`config.mk`:
```
export PLATFORM = sky130hd
export DESIGN_NAME = centroid_accumulator
export DESIGN_NICKNAME = d
export VERILOG_FILES = /design/src/rtl/kmeans_pkg.sv /design/src/rtl/accum_lane_add.sv /design/src/rtl/centroid_accumulator.sv
export SDC_FILE = /design/constraint.sdc
export NUM_CORES = 2
export LEC_CHECK = 0
export ABC_AREA = 1
export BUFFER_PORTS_ARGS = -buffer_cell sky130_fd_sc_hd__buf_2
export CORE_ASPECT_RATIO = 1.25
export CORE_MARGIN = 10
export CORE_UTILIZATION = 35
export DETAILED_ROUTE_END_ITERATION = 8
export SLEW_MARGIN = 40
export SYNTH_ARGS = -nofsm -noshare
export SYNTH_HDL_FRONTEND = slang
export SYNTH_SLANG_ARGS = --single-unit
```
`constraint.sdc`:
```
create_clock -name clk -period 4.89 [get_ports clk]
set_input_delay 0.2445 -clock clk [delete_from_list [all_inputs] [get_ports clk]]
set_output_delay 0.2445 -clock clk [all_outputs]
set_load 0.02 [all_outputs]
```
`src/rtl/kmeans_pkg.sv`:
```
// Shared widths, types and FSM states for the k-means centroid-update path.
package kmeans_pkg;

    localparam int centroid_num     = 8;
    localparam int cord_num         = 7;
    localparam int cordinate_width  = 13;
    localparam int accum_cord_width = 22;
    localparam int count_width      = 10;
    localparam int dataWidth        = cord_num * cordinate_width;
    localparam int accum_width      = cord_num * accum_cord_width;
    localparam int idx_width        = $clog2(centroid_num);

    typedef logic [cordinate_width-1:0]  cord_t;
    typedef logic [accum_cord_width-1:0] lane_t;
    typedef logic [count_width-1:0]      count_t;

    typedef cord_t [cord_num-1:0] point_t;
    typedef lane_t [cord_num-1:0] lanes_t;

    typedef struct packed {
        lanes_t lanes;
        count_t count;
    } entry_t;

    typedef enum logic {ACCUM, DRAIN} state_t;

endpackage

```
`src/rtl/accum_lane_add.sv`:
```
// One lane adder: zero-extended addend into an accumulator lane.
// ACCUM_SATURATE_EN selects clamp-at-max (with clamp flag) over wraparound.
module accum_lane_add
    import kmeans_pkg::*;
#(
    parameter int IN_W  = cordinate_width,
    parameter int SUM_W = accum_cord_width
) (
    input  logic [IN_W-1:0]  addend,
    input  logic [SUM_W-1:0] acc,
    output logic [SUM_W-1:0] sum,
    output logic             clamp
);

`ifdef ACCUM_SATURATE_EN
    logic [SUM_W:0] full;

    assign full  = {1'b0, acc} + {{(SUM_W+1-IN_W){1'b0}}, addend};
    assign clamp = full[SUM_W];
    assign sum   = clamp ? '1 : full[SUM_W-1:0];
`else
    assign clamp = 1'b0;
    assign sum   = acc + {{(SUM_W-IN_W){1'b0}}, addend};
`endif

endmodule

```
`src/rtl/centroid_accumulator.sv`:
```
// Per-centroid coordinate sums and point counts, drained in index order on flush.
// Optional macro ACCUM_SATURATE_EN: saturating lanes/counter with sticky overflow.
module centroid_accumulator
    import kmeans_pkg::*;
(
    input  logic                   clk,
    input  logic                   rst_n,
    input  logic                   in_valid,
    output logic                   in_ready,
    input  logic [dataWidth-1:0]   in_point,
    input  logic [idx_width-1:0]   in_cent_idx,
    input  logic                   flush,
    output logic                   out_valid,
    input  logic                   out_ready,
    output logic [idx_width-1:0]   out_idx,
    output logic [accum_width-1:0] accumulator,
    output logic [count_width-1:0] counter,
    output logic                   out_empty,
    output logic                   drain_done,
    output logic                   overflow
);

    localparam logic [idx_width:0]   cent_limit = (idx_width+1)'(centroid_num);
    localparam logic [idx_width-1:0] last_idx   = idx_width'(centroid_num - 1);

    state_t                state, state_nxt;
    logic [idx_width-1:0]  ptr, ptr_nxt;
    entry_t                entries [centroid_num];
    entry_t                entries_nxt [centroid_num];
    entry_t                sel, upd, shown;
    point_t                pt;
    logic [cord_num-1:0]   lane_clamp;
    logic                  cnt_clamp, clamp_any, hit;
    logic                  done_nxt, ovf_nxt;

    assign pt        = in_point;
    assign in_ready  = (state == ACCUM);
    assign hit       = in_valid && in_ready && ({1'b0, in_cent_idx} < cent_limit);
    assign sel       = entries[in_cent_idx];
    assign clamp_any = (|lane_clamp) | cnt_clamp;
    assign out_empty = (counter == '0);

    for (genvar k = 0; k < cord_num; k++) begin : g_lane
        accum_lane_add #(
            .IN_W  (cordinate_width),
            .SUM_W (accum_cord_width)
        ) u_lane (
            .addend (pt[k]),
            .acc    (sel.lanes[k]),
            .sum    (upd.lanes[k]),
            .clamp  (lane_clamp[k])
        );
    end

    accum_lane_add #(
        .IN_W  (1),
        .SUM_W (count_width)
    ) u_count (
        .addend (1'b1),
        .acc    (sel.count),
        .sum    (upd.count),
        .clamp  (cnt_clamp)
    );

    always_comb begin
        entries_nxt = entries;
        state_nxt   = state;
        ptr_nxt     = ptr;
        done_nxt    = 1'b0;
        ovf_nxt     = overflow;
        unique case (state)
            ACCUM: begin
                if (hit) begin
                    entries_nxt[in_cent_idx] = upd;
                    ovf_nxt = overflow | clamp_any;
                end
                if (flush) begin
                    state_nxt = DRAIN;
                    ptr_nxt   = '0;
                end
            end
            DRAIN: begin
                // out_valid is always high here, so out_ready alone completes a handshake
                if (out_ready) begin
                    entries_nxt[ptr] = '0;
                    ptr_nxt = ptr + 1'b1;
                    if (ptr == last_idx) begin
                        state_nxt = ACCUM;
                        ptr_nxt   = '0;
                        done_nxt  = 1'b1;
                        ovf_nxt   = 1'b0;
                    end
                end
            end
        endcase
        // Output registers load from next-state so a same-cycle point is visible
        shown = entries_nxt[ptr_nxt];
    end

    always_ff @(posedge clk) begin
        if (!rst_n) begin
            state       <= ACCUM;
            ptr         <= '0;
            entries     <= '{default: '0};
            out_valid   <= 1'b0;
            out_idx     <= '0;
            accumulator <= '0;
            counter     <= '0;
            drain_done  <= 1'b0;
            overflow    <= 1'b0;
        end else begin
            state       <= state_nxt;
            ptr         <= ptr_nxt;
            entries     <= entries_nxt;
            out_valid   <= (state_nxt == DRAIN);
            out_idx     <= ptr_nxt;
            accumulator <= shown.lanes;
            counter     <= shown.count;
            drain_done  <= done_nxt;
            overflow    <= ovf_nxt;
        end
    end

endmodule

```
==> impl_results.md <==
* Wire length of the first global-routing pass at 537000 µm
* Dominant register cell in the synthesized netlist: dfxtp_1
* Post-cts gate resize count at 0
* Overflow left after global routing at 0
* Fraction of post-synthesis cell area in the top cell type by area at 36.8%
* Number of pins with negative max-slew slack in the final report at 0
* Gr usage total at around 28%
* Setup fix buffers added after clock tree synthesis at 0
* Post-CTS Hold Buffers at 8
* CP endpoint kind: flop
* Violation count after the first detailed-route iteration at 10949
* Crit share post-route at 81.4%
* Synthesized area per cell at around 6.5 µm²
* Kind of launch point of the worst setup path: primary input
* PnR worst setup slack at between 0.9 and 1 ns
* Worst setup path class: primary input to flop
* Root cell of the clock tree: clkbuf_16
* Worst setup slack after placement at 0.288 ns
* Worst slew margin relative to its limit at 33.8%
* Die Outline Area at 250000 µm²
* Synth-to-Final Area Change at 13.2%
* Number of fill cells at 24493
* Number of nets with antenna violations after detailed routing at 0
* HP Class: primary input to flop
* Ratio of total power to cell area at between 300 and 400 nW/µm²
* Iteration count of the initial detailed-routing pass at 6
* Clock Sink Count at 1481
* Total via count in the routed design at 88620
* Critical path arrival at 4.66 ns
* Required time worst endpoint at between 5 and 6 ns
* Run status: completed
* Total wire length after detailed routing at 366000 µm
* Estimated wirelength of the detail-placed design at 209000 µm
* DRC Markers at 0
* Start point of the worst hold path: rst_n
* Core area at approximately 230000 µm²
* Worst-Margin Slew at 0.992 ns
* Shortest clock period the worst path allows after layout at 3.98 ns
* RSZ-0062 raised after global routing: no
* Layout cell share with drive strength beyond 1 at under 10%
* Net count of the finished layout at 12492
* Post-route setup TNS at 0 ns
* Worst vdd rail ir drop at roughly 0.25 mV
* Count of boundary I/O pins at roughly 270
* Ranking of synthesized cells by area: dfxtp_1, nand2_1, nand3_1, inv_1, nor2_1
* Leakage Power at roughly 38 nW
* Cells after Synth at between 10000 and 15000
* Worst-skew pair later-pin latency at 0.86 ns
* Max-cap violation count at 0
* Maximum number of pins on one net before global-route repair at roughly 180
* Timing startpoint of the critical path: in_cent_idx[1]
* Routability cong. at 0.928
* WL/cell at 23.6 µm
* Die Width at 449 µm
* Maximum clock frequency at 251 MHz
* Share of synthesized area occupied by flip-flops and latches at 36.8%
* Worst clock skew at 0.0563 ns
* Final hold violation count at 0
* Clock tree from TritonCTS: built
* Die Y-Extent at 556 µm
* Number of global-route vias before repair at 82383
* Post-synthesis cell area at 80500 µm²
* Reg clk slew, reported paths at 0.06 ns
* Largest fanout of any net on the critical path at 14
* Vias per cell at 5.72
* Number of levels in the clock H-tree at 4
* Biggest area consumer among synthesized cells: dfxtp_1
* Cts bufs inserted at between 150 and 200
* Number of buffers between clock root and the deepest sink at 4
* Minimum setup slack among reg-to-reg paths at 1.02 ns
* FP Rows at 196
* Fraction of registers with async set or reset after synthesis at 0%
* Synthesized flop and latch total at about 1500
* Number of unique standard cell types used by synthesis at between 50 and 60
* Initial antenna violation count at 23
* Setup violations, final at 0
* Worst flop-to-flop path startpoint: entries[1016]
* Net count of the mapped netlist at approximately 13000
* Number of buffers inserted by port buffering at ~270
* Initial Utilization at 35.2%
* Count of warnings emitted by yosys at 0
* Number of synthesized flops with an enable pin at 0
## registers in the layout (all words and copies together) (netlist names)
name / flops
accumulator: 154
counter: 10
drain_done: 1
entries: 1312
ptr: 3
state: 1
## final timing paths
check / to / cells after the start
min reg2reg: entries[191] / 2
min: entries[1268] / 3
max reg2reg: accumulator[42] / 19
max: accumulator[74] / 19
## metal layers
layer	routed length (µm)	track usage, %	up-vias
met5	73	0	-
met4	25300	16.1	12
met3	39200	4.90	1251
met2	158000	43.4	5241
met1	144000	35.5	41294
li1	-	-	40822
## worst max-delay path, stage by stage
cell,delay (ns)
buf_6,0.20
inv_6,0.08
nand3_4,0.11
buf_4,0.27
buf_4,0.33
o22ai_1,0.13
a21oi_1,0.16
o2111ai_1,0.21
ha_1,0.45
nand2_1,0.22
o21ai_0,0.66
a21oi_1,0.18
xor2_1,0.18
buf_4,0.17
o21ai_0,0.19
o21ai_0,0.10
o22ai_1,0.21
nand2_1,0.09
nand2_1,0.42
## synth_stat cells (32+ instances only)
cell / number
nand3_1: 1408
a221oi_1: 83
nand4_1: 37
a22o_1: 46
buf_1: 115
nand2_1: 3521
or2_2: 34
a21oi_1: 762
clkbuf_1: 570
xor2_1: 40
nor2_1: 1073
ha_1: 94
inv_1: 1254
dfxtp_1: 1481
o2111ai_1: 51
a22oi_1: 167
buf_2: 149
o2bb2ai_1: 137
o21ai_1: 47
o22ai_1: 504
o21ai_0: 552
o211ai_1: 101
buf_4: 32
## per-stage QoR
stage | hold WS [ns] | utilization [%] | power [mW] | std cells | area [µm²]
finish | 0.0343 | 39.9 | 30.1 | 15498 | 91100
global route | 0.0558 | 39.9 | 30.9 | 15494 | 91100
CTS | 0.00841 | 39.8 | 30.1 | 15476 | 90900
detailed placement | 0.478 | 37.2 | 16.7 | 15173 | 85100
global placement | 0.476 | 37.2 | 16.7 | 15171 | 85000
floorplan | 0.385 | - | 15.0 | 12460 | 80500
## placed cells by master, fill, tap and decap left out, types with 11 or more instances in the layout
| cell | Yosys | routed |
|---|---|---|
| a21o_1 | 11 | 11 |
| a21oi_1 | 762 | 762 |
| a221oi_1 | 83 | 83 |
| a22o_1 | 46 | 46 |
| a22oi_1 | 167 | 167 |
| and2_1 | 17 | 17 |
| buf_12 | 0 | 70 |
| buf_2 | 149 | 266 |
| buf_4 | 32 | 170 |
| bufinv_16 | 0 | 14 |
| clkbuf_1 | 570 | 31 |
| clkbuf_16 | 0 | 176 |
| clkbuf_8 | 0 | 41 |
| clkinv_2 | 0 | 23 |
| dfxtp_1 | 1481 | 1481 |
| diode_2 | 0 | 17 |
| ha_1 | 94 | 94 |
| inv_1 | 1254 | 1242 |
| nand2_1 | 3521 | 3517 |
| nand3_1 | 1408 | 1407 |
| nand4_1 | 37 | 37 |
| nor2_1 | 1073 | 1065 |
| nor2_4 | 3 | 16 |
| nor3_1 | 15 | 15 |
| o2111ai_1 | 51 | 51 |
| o211ai_1 | 101 | 101 |
| o21a_1 | 13 | 11 |
| o21ai_0 | 552 | 552 |
| o21ai_1 | 47 | 47 |
| o22ai_1 | 504 | 504 |
| o2bb2ai_1 | 137 | 137 |
| or2_2 | 34 | 34 |
| xnor2_1 | 20 | 19 |
| xor2_1 | 40 | 40 |
## kinds of logic after synthesis
family / synth area share, %
simple gates: 31.6
other cells: 0.00466
xor+xnor: 0.653
buf+inv: 10.4
compound gates: 18.8
flops: 36.8
fa+ha+maj: 1.64
## power breakdown
| part | switching (mW) | total, mW | internal [mW] | leakage [nW] |
|---|---|---|---|---|
| registers | 0.115 | 12.4 | 12.3 | 12.0 |
| logic | 3.14 | 4.18 | 1.04 | 23.0 |
| clock network | 5.63 | 13.6 | 7.94 | 2.81 |
## area by class of cell
class / instances / area (µm²) / share of cell area, %
Antenna cell: 17 / 42.5 / 0.0467
Tap cell: 3069 / 3840 / 4.21
Inverter: 1276 / 4920 / 5.40
Multi-Input combinational cell: 8833 / 42600 / 46.8
Clock buffer: 248 / 5080 / 5.58
Clock inverter: 47 / 637 / 0.699
Sequential cell: 1481 / 29600 / 32.5
Timing Repair Buffer: 527 / 4320 / 4.74
No activity file was read; power rests on OpenSTA's default activity.
